--- src/rtl/video_timing_pkg.sv ---
// Shared constants for the raster timing generator: counter widths,
// the standard (768) and wide (1024) timing presets, and the raw sync bundle.
package video_timing_pkg;

    localparam int XBITS = 11;
    localparam int YBITS = 10;

    // Standard preset
    localparam int STD_H_ACTIVE = 768;
    localparam int STD_H_FP     = 24;
    localparam int STD_H_SYNC   = 72;
    localparam int STD_H_BP     = 80;
    localparam int STD_V_ACTIVE = 576;
    localparam int STD_V_FP     = 3;
    localparam int STD_V_SYNC   = 4;
    localparam int STD_V_BP     = 17;

    // Wide preset: only the visible width differs
    localparam int WIDE_H_ACTIVE = 1024;
    localparam int WIDE_H_FP     = STD_H_FP;
    localparam int WIDE_H_SYNC   = STD_H_SYNC;
    localparam int WIDE_H_BP     = STD_H_BP;
    localparam int WIDE_V_ACTIVE = STD_V_ACTIVE;
    localparam int WIDE_V_FP     = STD_V_FP;
    localparam int WIDE_V_SYNC   = STD_V_SYNC;
    localparam int WIDE_V_BP     = STD_V_BP;

    // Undelayed timing terms, all active-high; zero is the idle value.
    typedef struct packed {
        logic de;
        logic hs;
        logic vs;
    } raw_t;

endpackage

--- src/rtl/video_timing_sync_delay.sv ---
// sync_delay: DEPTH-stage enabled shift register with synchronous reset value.
// Ports: clk, reset, en_i (advance), d_i (stage-0 input), q_o (last stage).
module sync_delay
    import video_timing_pkg::*;
#(
    parameter int               DEPTH   = 3,
    parameter int               WIDTH   = 3,
    parameter logic [WIDTH-1:0] RST_VAL = '0
) (
    input  logic             clk,
    input  logic             reset,
    input  logic             en_i,
    input  logic [WIDTH-1:0] d_i,
    output logic [WIDTH-1:0] q_o
);

    logic [WIDTH-1:0] pipe_q [DEPTH];

    always_ff @(posedge clk) begin
        if (reset) begin
            for (int i = 0; i < DEPTH; i++) begin
                pipe_q[i] <= RST_VAL;
            end
        end else if (en_i) begin
            pipe_q[0] <= d_i;
            for (int i = 1; i < DEPTH; i++) begin
                pipe_q[i] <= pipe_q[i-1];
            end
        end
    end

    assign q_o = pipe_q[DEPTH-1];

endmodule

--- src/rtl/video_timing.sv ---
// video_timing: raster x/y counters plus de/hsync/vsync delayed to match
// the renderer's registered pixel. Ports: clk, reset, pix_ce in; x, y,
// frame_start, de, hsync, vsync out. Everything holds while pix_ce is low.
module video_timing
    import video_timing_pkg::*;
#(
    parameter bit VIDEO_WIDE = 1'b0,
    parameter int H_ACTIVE   = VIDEO_WIDE ? WIDE_H_ACTIVE : STD_H_ACTIVE,
    parameter int H_FP       = VIDEO_WIDE ? WIDE_H_FP     : STD_H_FP,
    parameter int H_SYNC     = VIDEO_WIDE ? WIDE_H_SYNC   : STD_H_SYNC,
    parameter int H_BP       = VIDEO_WIDE ? WIDE_H_BP     : STD_H_BP,
    parameter int V_ACTIVE   = VIDEO_WIDE ? WIDE_V_ACTIVE : STD_V_ACTIVE,
    parameter int V_FP       = VIDEO_WIDE ? WIDE_V_FP     : STD_V_FP,
    parameter int V_SYNC     = VIDEO_WIDE ? WIDE_V_SYNC   : STD_V_SYNC,
    parameter int V_BP       = VIDEO_WIDE ? WIDE_V_BP     : STD_V_BP,
    parameter bit HS_POL     = 1'b0,
    parameter bit VS_POL     = 1'b0,
    parameter int SYNC_DELAY = 3
) (
    input  logic             clk,
    input  logic             reset,
    input  logic             pix_ce,
    output logic [XBITS-1:0] x,
    output logic [YBITS-1:0] y,
    output logic             frame_start,
    output logic             de,
    output logic             hsync,
    output logic             vsync
);

    localparam int H_TOTAL = H_ACTIVE + H_FP + H_SYNC + H_BP;
    localparam int V_TOTAL = V_ACTIVE + V_FP + V_SYNC + V_BP;
    localparam int XW      = XBITS + 1;
    localparam int YW      = YBITS + 1;

    if (H_TOTAL > 2048 || V_TOTAL > 1024 || SYNC_DELAY < 1) begin : g_bad_cfg
        $error("video_timing: illegal timing parameters");
    end

    // Compare with one spare bit so a sync ending exactly at 2048/1024
    // does not wrap to zero.
    localparam logic [XW-1:0] HA_C  = XW'(H_ACTIVE);
    localparam logic [XW-1:0] HS0_C = XW'(H_ACTIVE + H_FP);
    localparam logic [XW-1:0] HS1_C = XW'(H_ACTIVE + H_FP + H_SYNC);
    localparam logic [YW-1:0] VA_C  = YW'(V_ACTIVE);
    localparam logic [YW-1:0] VS0_C = YW'(V_ACTIVE + V_FP);
    localparam logic [YW-1:0] VS1_C = YW'(V_ACTIVE + V_FP + V_SYNC);

    localparam logic [XBITS-1:0] X_LAST = XBITS'(H_TOTAL - 1);
    localparam logic [YBITS-1:0] Y_LAST = YBITS'(V_TOTAL - 1);

    logic [XBITS-1:0] x_q, x_d;
    logic [YBITS-1:0] y_q, y_d;
    logic [XW-1:0]    xe;
    logic [YW-1:0]    ye;
    raw_t             raw, dly;

    always_comb begin
        x_d = x_q + 1'b1;
        y_d = y_q;
        if (x_q == X_LAST) begin
            x_d = '0;
            y_d = (y_q == Y_LAST) ? '0 : y_q + 1'b1;
        end
    end

    always_ff @(posedge clk) begin
        if (reset) begin
            x_q <= '0;
            y_q <= '0;
        end else if (pix_ce) begin
            x_q <= x_d;
            y_q <= y_d;
        end
    end

    assign xe = {1'b0, x_q};
    assign ye = {1'b0, y_q};

    // vs depends on y only, so it can change only where x wraps to 0.
    assign raw.de = (xe < HA_C) && (ye < VA_C);
    assign raw.hs = (xe >= HS0_C) && (xe < HS1_C);
    assign raw.vs = (ye >= VS0_C) && (ye < VS1_C);

    sync_delay #(
        .DEPTH   (SYNC_DELAY),
        .WIDTH   (3),
        .RST_VAL (3'b000)
    ) u_sync_delay (
        .clk   (clk),
        .reset (reset),
        .en_i  (pix_ce),
        .d_i   (raw),
        .q_o   (dly)
    );

    assign x           = x_q;
    assign y           = y_q;
    assign frame_start = pix_ce && !reset && (x_q == '0) && (y_q == '0);
    assign de          = dly.de;
    assign hsync       = dly.hs ^ ~HS_POL;
    assign vsync       = dly.vs ^ ~VS_POL;

endmodule

--- config.mk ---
export PLATFORM = sky130hd
export DESIGN_NAME = video_timing
export DESIGN_NICKNAME = d
export VERILOG_FILES = /design/src/rtl/video_timing_pkg.sv /design/src/rtl/video_timing_sync_delay.sv /design/src/rtl/video_timing.sv
export SDC_FILE = /design/constraint.sdc
export NUM_CORES = 1
export LEC_CHECK = 0
export BUFFER_PORTS_ARGS = -buffer_cell sky130_fd_sc_hd__buf_2
export CAP_MARGIN = 20
export CORE_UTILIZATION = 45
export DETAILED_ROUTE_END_ITERATION = 8
export PLACE_DENSITY = 0.65
export SETUP_SLACK_MARGIN = 0.02
export SLEW_MARGIN = 20
export SYNTH_ARGS = -nofsm -noshare
export SYNTH_HDL_FRONTEND = slang
export SYNTH_SLANG_ARGS = --single-unit
--- constraint.sdc ---
create_clock -name clk -period 4.8 [get_ports clk]
set_input_delay 0.24 -clock clk [delete_from_list [all_inputs] [get_ports clk]]
set_output_delay 0.24 -clock clk [all_outputs]
set_load 0.005 [all_outputs]
== Word level (Yosys, flattened, before mapping) ==
Memory sizes are Yosys's and may differ from the RTL's.
Cells that the tools add are included.
W data, S select, Z words.

* Register bits: 21
* RAM bits: 9
* Bits of input ports: 3
* Output and inout port bits: 25
* Logic and storage cells: 38
* Memories: 1

* $add $sub $neg: 2
* $lt $le $gt $ge: 6
* Eq/ne operators: 2
* Multiplexer cells: 10
* Bitwise operators: 5
* Reduce and logical (&&, ||, !) cells: 10

{| class="wikitable"
|+ Memories
! name !! depth !! width !! rd ports !! clocked after Yosys merged registers in !! write ports !! line !! source
|-
| u_sync_delay.pipe_q || 3 || 3 || 3 || 0 || 3 || video_timing_sync_delay.sv:17 || <nowiki>logic [WIDTH-1:0] pipe_q [DEPTH];</nowiki>
|}

{| class="wikitable"
|+ Operator list
! operator !! count
|-
| $lt A11 B10 Y1 const B || 2
|-
| $lt A10 B10 Y1 const B || 2
|-
| $add A11 B1 Y11 const B || 1
|-
| $eq A11 B10 Y1 const B || 1
|-
| $ge A11 B10 Y1 const B || 1
|-
| $logic_not A11 Y1 || 1
|-
| $mux W11 || 1
|-
| $add A10 B1 Y10 const B || 1
|-
| $eq A10 B10 Y1 const B || 1
|-
| $ge A10 B10 Y1 const B || 1
|-
| $logic_not A10 Y1 || 1
|-
| $mux W10 || 1
|-
| $mux W3 || 3
|-
| $logic_and A1 B1 Y1 || 6
|-
| $mux W1 || 5
|-
| $or A1 B1 Y1 || 3
|-
| $not A1 Y1 || 2
|-
| $reduce_and A2 Y1 || 1
|-
| $logic_not A1 Y1 || 1
|}

== Logic depth before layout (Yosys ltp) ==
Gate-level depths: netlist of the first run.

* Word-level depth: 4
* Depth in mapped cells: 7
* Mapped depth without buffers: 5

== By module ==
From an unflattened synthesis of the first run, not the netlist that was laid out.

* Cells, all modules: 163
* Area, all modules: 1525.2 sq um

{| class="wikitable"
|+ Modules (own cells, without submodules)
! module !! instances !! cells each !! area an instance (sq um) !! sequential area each (sq um)
|-
| video_timing || 1 || 141 || 1147.4 || 420.4
|-
| sync_delay || 1 || 22 || 377.9 || 270.3
|}

== Worst setup path after synthesis of the first run ==
Ideal clock, no wire load.

* Kind: register to register
* Start point: register x_q[6], in the netlist x[6]
* End point: register y_q[3], in the netlist y[3]
* Library setup time: 0.067 ns
* Data arrival time: 2.061 ns
* Required time: 4.733 ns
* Path slack: 2.672 ns
* Cell stages (with the launch flop): 7
* Path buffers: 2
* Period minus slack after synthesis: 2.128 ns
* Cell sequence: dfxtp_1 -> buf_6 -> or4b_4 -> or4_1 -> buf_2 -> or3b_1 -> a21oi_2

* Cells in the longest elaborated chain, start to end: 2

{| class="wikitable"
|+ RTL lines
! item !! line !! source
|-
| from (decl) || video_timing.sv:52 || <nowiki>logic [XBITS-1:0] x_q, x_d;</nowiki>
|-
| from (signal assigned) || video_timing.sv:69 || <nowiki>x_q <= '0;</nowiki>
|-
| from (signal assigned) || video_timing.sv:72 || <nowiki>x_q <= x_d;</nowiki>
|-
| $eq A11 B10 Y1 || video_timing.sv:61 || <nowiki>if (x_q == X_LAST) begin</nowiki>
|-
| $reduce_and A2 Y1 (no line) || - ||
|-
| to (signal assigned) || video_timing.sv:73 || <nowiki>y_q <= y_d;</nowiki>
|-
| to (decl) || video_timing.sv:53 || <nowiki>logic [YBITS-1:0] y_q, y_d;</nowiki>
|}

No other way between the ends.
A chain may end at the register's enable or synchronous reset.

== Final worst setup path of the first run ==
* Start point: register x_q[5], in the netlist x[5]
* End point: register y_q[3], in the netlist y[3]

Same word-level chain as after synthesis.

==> metrics.md, run 1 <==
| Metric | Value |
|---|---|
| Met2 track demand over resource | 0.310 |
| Stages on worst setup path | 4 |
| Later-pin clock latency in the skew report | 0.33 ns |
| Worst ir drop on vdd | 0.160 mV |
| CP delay by family, top | simple AND/OR/NAND/NOR gates |
| Cell type with the largest total area after synthesis | dfxtp_1 |
| Slowest CP cell | or4_1 |
| Synth Instances | 167 |
| Unrepaired setup endpoints after global routing | no |
| Post-Syn Nets | 174 |
| Largest family of logic cells by synthesized area | simple AND/OR/NAND/NOR gates |
| Die Span Y | 59.8 microns |
| Library cells used by synthesis | 37 |
| FFs w/ async S/R, synth | 0 |
| Clk root buf | clkbuf_4 |
| Post-synthesis mux area share | 0 |
| Startpoint types | register |
| Antenna diodes | 0 |
| DPL Wire Length | 2330 microns |
| Endpoints failing setup | 0 |
| GRT met1 Usage | 0.241 |
| CP endpoint kind | register |
| Hold Fails Final Rpt | 0 |
| GRT Residual Overflow | 0 |
| CTS tree | done |
| Global placement routability congestion | 0.842 |
| Synth Area per Inst | 9.01 sq um |
| Clock Tree Buf Depth | 2 |
| Most Crowded Layer GR | met2 |
| CP Cell Sequence | or4b_4 -> or4_1 -> or3b_1 -> a21oi_2 |
| Worst-Margin Slew | 0.605 ns |
| Port buffer count | 27 |
| Post-route DRC | 0 |
| Synth warn | 0 |
| Routed WL per cell | 13.5 microns |
| Initial core utilization | 0.485 |
| Worst Path Max Fanout | 10 |
| Synth Area in Adders | 0.0333 |
| Max-Slew Margin vs Limit | 0.593 |
| CP peak stage delay | 0.61 ns |
| Chip width | 59.8 microns |
| Filler instances | 308 |
| Clk pin slew, worst setup/hold paths | 0.09 ns |
| H-tree Lvls | 2 |
| Final net count | 199 |
| Hold Path Depth | 2 |
| R2R cell count | 4 |
| CTS hold repair buffers | 0 |
| Post-synthesis compound-gate area fraction | 0.0956 |
| CTS-repair resized insts | 0 |
| Arrival time at the worst endpoint | 2.53 ns |
| Max-slew violations | 0 |
| Layout cells sized above 1 | 0.181 |
| Pwr dens | 252 mW/mm^2 |
| Post-synth top flop | dfxtp_1 |
| Number of synthesized flops with an enable pin | 9 |
| DRT Pass-1 Iters | 4 |
| # IOs | 28 |
| CTS sink cnt | 30 |
| Design Power | 428 uW |
| Initial antenna violation count | 0 |
| WS Path Type | register to register |
| Period utilisation layout | 0.471 |
| Antenna Nets Post-Route | 0 |
| Detailed-route vias per instance | 5.50 |
| Die area | 0.00358 sq mm |
| Final min period | 2.26 ns |
| Worst Path Buf+Inv | 0 |
| # rows | 20 |
| Top area cells in the synthesized netlist | dfxtp_1 (28%), edfxtp_1 (18%), nand4_1 (3.7%) |
| Initial DRC Count | 72 |
| Max Cap Viol | 0 |
| Clock skew | 0.00817 ns |
| Met3 Use GR | 0.0390 |
| Area Growth Syn to Fin | 13.0% |
| Num CTS Buffers | 5 |
| First-pass GRT wire length | 5010 microns |
| Setup TNS | 0 ns |
| Sequential cell area fraction in the yosys report | 0.459 |
| Leakage | 0.678 nW |
| Hold Path Class | input pin to register |
| Post-synth top area share | 0.279 |
| Number of global-route vias before repair | 1,099 |
| Fmax | 442 MHz |
| Commonest cells in the netlist | dfxtp_1 (21), nor2_1 (15), nand2_1 (12) |
| CP Data Required Time | 5.07 ns |
| Post-CTS setup buffer count | 0 |
| Core area | 0.00310 sq mm |
| DR vias | 1,303 |
| #FFs+latches synth | 30 |
| Post-Syn Area | 0.00151 sq mm |
| Final wirelength | 3190 microns |
| Pin count of the biggest net entering global routing | 14 |
| Top-count cell post-synth | dfxtp_1 |
| Status | finished, final reports clean |
| GRT Util Overall | 0.194 |
| Xor-xnor portion of the synthesized cell area | 0.0524 |
| Synth Area in Simple Gates | 0.313 |
stage by stage:
stage	utilization	instances	hold slack, ns	worst slack [ns]	area (sq um)
finish	0.548	237	0.247	2.54	1700
CTS	0.548	237	0.244	2.52	1700
global route	0.548	237	0.249	2.43	1700
detailed placement	0.532	229	0.503	2.57	1650
floorplan	-	167	0.489	2.67	1510
global placement	0.532	229	0.487	2.65	1650
final cells by class:
class	instances	area, sq um	area share
sequential	30	691	0.406
multi-input combinational	121	743	0.437
clock inverter	2	8.76	0.00515
timing repair buffer	27	135	0.0795
tap	44	55.1	0.0324
clock buffer	6	41.3	0.0243
inverter	7	26.3	0.0155
logic make-up after synthesis:
logic type	Yosys count
AND/OR/NAND/NOR	85
flip-flops	30
AO/OA/AOI/OAI	23
buffers and inverters	16
XOR/XNOR	9
adder cells (fa/ha/maj)	4
final timing paths:
path                            start   end  slack, ns
worst max-delay path             x[5]  y[3]       2.54
worst min register to register   y[1]  y[1]       0.51
worst max register to register   x[5]  y[3]       2.54
worst min-delay path            reset  y[3]       0.25
per-layer routing:
layer  vias to the layer above  wire, microns
met5                         -              0
met4                         0             69
met3                         8            148
met2                        36           1530
met1                       605           1450
li1                        654              -
worst register-to-register path, delay by kind of cell, from the launching register on:
| family | cells | cell delay [ns] |
|---|---|---|
| flip-flops | 1 | 0.50 |
| AO/OA/AOI/OAI | 1 | 0.14 |
| AND/OR/NAND/NOR | 3 | 1.56 |
layout by cell type (no fill, tap or decap), drive strengths merged, types with 2 or more instances in the layout:
| cell type | netlist | final |
|---|---|---|
| nor4 | 5 | 5 |
| and2 | 6 | 6 |
| edfxtp | 9 | 9 |
| o21ai | 5 | 5 |
| buf | 4 | 27 |
| nand4 | 9 | 9 |
| nor4b | 2 | 2 |
| nand2b | 4 | 4 |
| dfxtp | 21 | 21 |
| clkinv | 0 | 2 |
| ha | 4 | 4 |
| or3 | 5 | 5 |
| clkbuf | 5 | 6 |
| xnor2 | 3 | 3 |
| a21oi | 10 | 10 |
| and3 | 6 | 6 |
| xor2 | 6 | 6 |
| nor2 | 15 | 15 |
| or4 | 3 | 3 |
| nand2 | 12 | 12 |
| nand3 | 9 | 9 |
| nor3 | 4 | 4 |
| inv | 7 | 7 |
registers in the layout (all words and copies together) (netlist names):
name	cells
u_sync_delay.pipe_q	9
x	11
y	10
where the power goes:
group	switching [mW]	total [mW]	internal [mW]	leakage, nW
Sequential	0.00330	0.270	0.267	0.269
Combinational	0.0120	0.0200	0.00795	0.379
Clock	0.0838	0.139	0.0549	0.0297
Total	0.0991	0.428	0.329	0.678
Power figures use the tool's default switching activity.
==> inputs of run 2 (changes only) <==
Clock period 4.8 ns to 2.27 ns, I/O delays scaled along.
==> run 2 against run 1 <==
  * Clock skew up 0.0017 ns
  * Wire length up 7.1%
  * Sequential power up 110%
  * Count of clock-buffer cells in the layout up 2
  * Largest cell class unchanged
  * Critical endpoint unchanged
  * Via count up 3.1%
  * Register-to-register slack worse by 2.4 ns
  * Critical path type unchanged
  * Sequential cell count unchanged
  * Hold slack worse by 0.13 ns
  * Core utilization up 1.7 points
  * Setup slack worse by 2.4 ns
==> metrics.md, run 2 (synthesis results as in run 1) <==
| Metric | Value |
|---|---|
| Status | finished, final reports clean |
| Pin count of the biggest net entering global routing | 14 (unchanged) |
| Period utilisation layout | 0.939 (+0.468) |
| CTS sink cnt | 30 (unchanged) |
| Chip width | 59.8 microns (unchanged) |
| Setup TNS | 0 ns (unchanged) |
| Worst-Margin Slew | 0.627 ns (+0.0216 ns) |
| Arrival time at the worst endpoint | 2.40 ns (-0.13 ns) |
| Num CTS Buffers | 5 (unchanged) |
| Design Power | 945 uW (+120%) |
| DRT Pass-1 Iters | 4 (unchanged) |
| CP peak stage delay | 0.60 ns (about the same) |
| DR vias | 1,344 (+3.1%) |
| Max-Slew Margin vs Limit | 0.576 (-0.0166) |
| Routed WL per cell | 14.1 microns (+4.4%) |
| Hold_sp | reset |
| Endpoints failing setup | 0 (unchanged) |
| Final min period | 2.13 ns (-0.130 ns) |
| Logic pwr share | 0.046 (about the same) |
| Post-route DRC | 0 (unchanged) |
| WS Path Type | register to register |
| Switching Share | 0.224 (-0.00690) |
| Max Cap Viol | 0 (unchanged) |
| Die Span Y | 59.8 microns (unchanged) |
| Register share of total power | 0.603 (-0.027) |
| Max reg flops | 11 (unchanged) |
| Hold Path Class | input pin to register |
| R2R cell count | 4 (unchanged) |
| # IOs | 28 (unchanged) |
| Commonest non-fill, non-tap cell in the layout | buf_2 |
| DPL Wire Length | 2500 microns (+7.0%) |
| Hold endpoint | y[3] |
| GRT Residual Overflow | 0 (unchanged) |
| Later-pin clock latency in the skew report | 0.33 ns (about the same) |
| Post-CTS setup buffer count | 0 (unchanged) |
| Die area | 0.00358 sq mm (unchanged) |
| Detailed-route vias per instance | 5.53 (+0.60%) |
| Global placement routability congestion | 0.819 (-2.7%) |
| Utilization after layout | 0.565 (+0.0173) |
| Final net count | 205 (+3.0%) |
| Layout cells sized above 1 | 0.206 (+0.0247) |
| Filler instances | 307 (-0.32%) |
| Hold Slack | 0.117 ns (-0.130 ns) |
| CTS tree | done |
| Worst ir drop on vdd | 0.315 mV (+97%) |
| Clock Tree Buf Depth | 2 (unchanged) |
| CP Cell Sequence | or4b_4 -> or4_1 -> or3b_1 -> a21oi_2 |
| CTS-repair resized insts | 0 (unchanged) |
| Clk root buf | clkbuf_4 |
| H-tree Lvls | 2 (unchanged) |
| Initial core utilization | 0.485 (unchanged) |
| R2r endpoint | y[3] |
| Worst Path Max Fanout | 8 (-2) |
| Number of global-route vias before repair | 1,209 (+10%) |
| Fin worst setup slack | 0.139 ns (-2.40 ns) |
| CTS hold repair buffers | 0 (unchanged) |
| Worst R2R Setup Slack | 0.14 ns (-2.40 ns) |
| Slowest CP cell | or4_1 |
| Reg-to-Reg Start | x[10] |
| Placement Setup Slack | 0.180 ns (-2.39 ns) |
| Area Growth Syn to Fin | 16.5% |
| GRT Util Overall | 0.219 (+0.0259) |
| Antenna Nets Post-Route | 0 (unchanged) |
| First-pass GRT wire length | 5660 microns (+13%) |
| Max-slew violations | 0 (unchanged) |
| Most frequent cells in the layout | buf_2 (27), dfxtp_1 (21), nor2_1 (15) |
| Antenna diodes | 0 (unchanged) |
| Hold Path Depth | 2 (unchanged) |
| Final wirelength | 3420 microns (+7.1%) |
| Initial antenna violation count | 0 (unchanged) |
| Unrepaired setup endpoints after global routing | no |
| CP endpoint kind | register |
| Core area | 0.00310 sq mm (unchanged) |
| Startpoint types | register |
| Clk network pwr share | 0.351 (+0.027) |
| Hold Fails Final Rpt | 0 (unchanged) |
| # rows | 20 (unchanged) |
| Port buffer count | 27 (unchanged) |
| Clk pin slew, worst setup/hold paths | 0.08 ns (about the same) |
| Cell-internal power | 733 uW (+120%) |
| CP Data Required Time | 2.54 ns (-2.53 ns) |
| Leakage | 0.712 nW (+5.1%) |
| Pwr dens | 539 mW/mm^2 (+110%) |
| Net Sw Power | 212 uW (+110%) |
| Fmax | 469 MHz (+6.1%) |
| Clock skew | 0.00987 ns (+0.00171 ns) |
| Initial DRC Count | 71 (-1.4%) |
-- run 2: per-layer routing --
metal  vias to the layer above  part of all wire  track usage
li1                        666                 -            -
met1                       626              0.45        0.274
met2                        45              0.48        0.341
met3                         7             0.059       0.0779
met4                         0             0.017       0.0930
met5                         -                 0            0
-- run 2: critical path: cells and delay by family (launching register included) --
family	cells	cell delay [ns]
AOI/OAI and AO/OA	1	0.14
and+or+nand+nor	3	1.56
DFF	1	0.37
-- run 2: how the worst max path moves through the flow --
stage / startpoint / to / slack [ns] / cells past startpoint
2_1_floorplan: x[6] / y[3] / 0.14 / 6
3_3_place_gp: x[10] / y[3] / 0.21 / 4
3_5_place_dp: x[10] / y[9] / 0.18 / 4
4_1_cts: x[10] / y[3] / 0.13 / 4
5_1_grt: x[10] / y[3] / 0.06 / 4
6_report: x[10] / y[3] / 0.14 / 4
-- run 2: final cells by class --
cell class,instances,area (sq um),area share
tap,44,55.1,0.0314
timing repair buffer,33,180,0.103
clock buffer,8,58.8,0.0335
inverter,7,26.3,0.0150
multi-input combinational,121,743,0.424
sequential,30,691,0.394
-- run 2: power groups by stage --
stage                     Combinational (mW)  Sequential, mW  Clock, mW
after floorplan                       0.0267           0.582          0
after global placement                0.0431           0.581          0
after detailed placement              0.0443           0.582          0
after CTS                             0.0444           0.570      0.338
after global routing                  0.0502           0.572      0.362
final                                 0.0439           0.570      0.332
-- run 2: metrics by stage --
step           area [sq um]  instances
3_3_place_gp           1700        235
5_1_grt                1750        243
4_1_cts                1750        243
2_1_floorplan          1510        167
6_report               1750        243
3_5_place_dp           1700        235
==> inputs of run 3 (changes only) <==
Settings changed: CORE_MARGIN from default to 2.
==> run 3 against run 2 <==
  * Global-route usage is 1.2 points lower
  * Maximum frequency is 3.8% higher
  * Count of clock-buffer cells in the layout is 2 lower
  * Register-to-register slack better by 0.08 ns
==> metrics.md, run 3 (synthesis results as in run 1) <==
| Metric | Value |
|---|---|
| Max-slew violations | 0 (unchanged) |
| CTS-repair resized insts | 0 (unchanged) |
| Initial DRC Count | 47 (-34%) |
| CTS tree | done |
| Pwr dens | 522 mW/mm^2 (-3.2%) |
| Later-pin clock latency in the skew report | 0.32 ns (about the same) |
| Layout cells sized above 1 | 0.207 (+0.00104) |
| First-pass GRT wire length | 5770 microns (+1.8%) |
| Most frequent cells in the layout | buf_2 (27), dfxtp_1 (21), nor2_1 (15) |
| Pin count of the biggest net entering global routing | 14 (unchanged) |
| Port buffer count | 27 (unchanged) |
| Design Power | 908 uW (-3.9%) |
| Startpoint types | register |
| Final min period | 2.05 ns (-0.0786 ns) |
| Max-Slew Margin vs Limit | 0.550 (-0.0264) |
| Unrepaired setup endpoints after global routing | no |
| Post-CTS setup buffer count | 0 (unchanged) |
| DR vias | 1,335 (-0.67%) |
| Commonest non-fill, non-tap cell in the layout | buf_2 |
| Leakage | 0.705 nW (-0.94%) |
| Initial core utilization | 0.481 (-0.00388) |
| Period utilisation layout | 0.904 (-0.0346) |
| CTS sink cnt | 30 (unchanged) |
| Clk root buf | clkbuf_4 |
| GRT Residual Overflow | 0 (unchanged) |
| Area Growth Syn to Fin | 15.7% |
| # rows | 20 (unchanged) |
| Post-route DRC | 0 (unchanged) |
| Core area | 0.00313 sq mm (+0.81%) |
| Global placement routability congestion | 0.803 (-1.9%) |
| WS Path Type | register to register |
| Number of global-route vias before repair | 1,244 (+2.9%) |
| Worst-Margin Slew | 0.666 ns (+0.0391 ns) |
| Worst Path Max Fanout | 8 (unchanged) |
| Clock skew | 0.0113 ns (+0.00143 ns) |
| Routed WL per cell | 14.5 microns (+3.4%) |
| Max reg flops | 11 (unchanged) |
| Max Cap Viol | 0 (unchanged) |
| Filler instances | 298 (-2.9%) |
| CTS hold repair buffers | 0 (unchanged) |
| DPL Wire Length | 2540 microns (+1.9%) |
| Final wirelength | 3520 microns (+3.0%) |
| Die Span Y | 61.8 microns (+3.3%) |
| Endpoints failing setup | 0 (unchanged) |
| Initial antenna violation count | 0 (unchanged) |
| CP endpoint kind | register |
| GRT Util Overall | 0.207 (-0.0123) |
| # IOs | 28 (unchanged) |
| Worst ir drop on vdd | 0.285 mV (-9.7%) |
| Fmax | 487 MHz (+3.8%) |
| Antenna diodes | 0 (unchanged) |
| CP Data Required Time | 2.52 ns (-0.02 ns) |
| Die area | 0.00382 sq mm (+6.8%) |
| Hold Path Class | input pin to register |
| Num CTS Buffers | 5 (unchanged) |
| Area after DPL | 0.00169 sq mm (-0.44%) |
| Finished Cell Area | 0.00174 sq mm (-0.71%) |
| Hold Fails Final Rpt | 0 (unchanged) |
| Clock Tree Buf Depth | 2 (unchanged) |
| Detailed-route vias per instance | 5.52 (-0.26%) |
| Setup TNS | 0 ns (unchanged) |
| Chip width | 61.8 microns (+3.3%) |
| Status | finished, final reports clean |
| Clk pin slew, worst setup/hold paths | 0.09 ns (about the same) |
| Hold Slack | 0.142 ns (+0.0249 ns) |
| Utilization after layout | 0.557 (-0.00852) |
| Final net count | 204 (-0.49%) |
| Antenna Nets Post-Route | 0 (unchanged) |
| Arrival time at the worst endpoint | 2.30 ns (-0.10 ns) |
| DRT Pass-1 Iters | 4 (unchanged) |
| H-tree Lvls | 2 (unchanged) |
-- run 3: changes by cell type in the layout (fill, tap and decap cells not counted) --
| cell | delta |
|---|---|
| buf_4 | -1 |
| clkbuf_1 | -1 |
| clkbuf_8 | -1 |
| clkinv_1 | +1 |
| clkinv_2 | +1 |
| or4_1 | -1 |
| or4_4 | +1 |
-- run 3: stage by stage --
stage               worst slack (ns)  std cells
finish                         0.218        242
global placement               0.219        234
global route                  0.0385        242
CTS                            0.136        242
floorplan                      0.142        167
detailed placement             0.163        234
-- run 3: final cells by class --
type	count	area, sq um	share of cell area
clock buffers	6	41.3	0.0237
clock inverters	2	8.76	0.00503
repair buffers	32	173	0.0991
flip-flops and latches	30	691	0.397
inverters	7	26.3	0.0151
well taps	44	55.1	0.0316
multi-input cells	121	747	0.429
-- run 3: per-layer routing --
metal / track usage / share of wire / routed length, microns / vias to the layer above
met2: 0.322 / 0.47 / 1660 / 37
met1: 0.272 / 0.47 / 1660 / 629
met5: 0 / 0 / 0 / -
li1: - / - / - / 665
met3: 0.0580 / 0.046 / 163 / 4
met4: 0.0851 / 0.0094 / 33 / 0
-- run 3: path summary, 6_finish.rpt --
kind / startpoint / to / slack [ns] / cells after the start
setup / recovery: x[10] / y[9] / 0.22 / 4
hold / removal: reset / y[3] / 0.14 / 2
setup reg to reg: x[10] / y[9] / 0.22 / 4
hold reg to reg: y[1] / y[1] / 0.51 / 2
-- run 3: power by group --
group	leakage (nW)	switching, mW	internal (mW)
combinational	0.406	0.0270	0.0169
sequential	0.269	0.00708	0.564
clock	0.0297	0.178	0.116
-- run 3: worst max-delay path: stages (launching register included) --
cell and delay [ns]:
dfxtp_1 0.38, or4b_4 0.56, or4_4 0.54, or3_1 0.36, a21oi_1 0.15
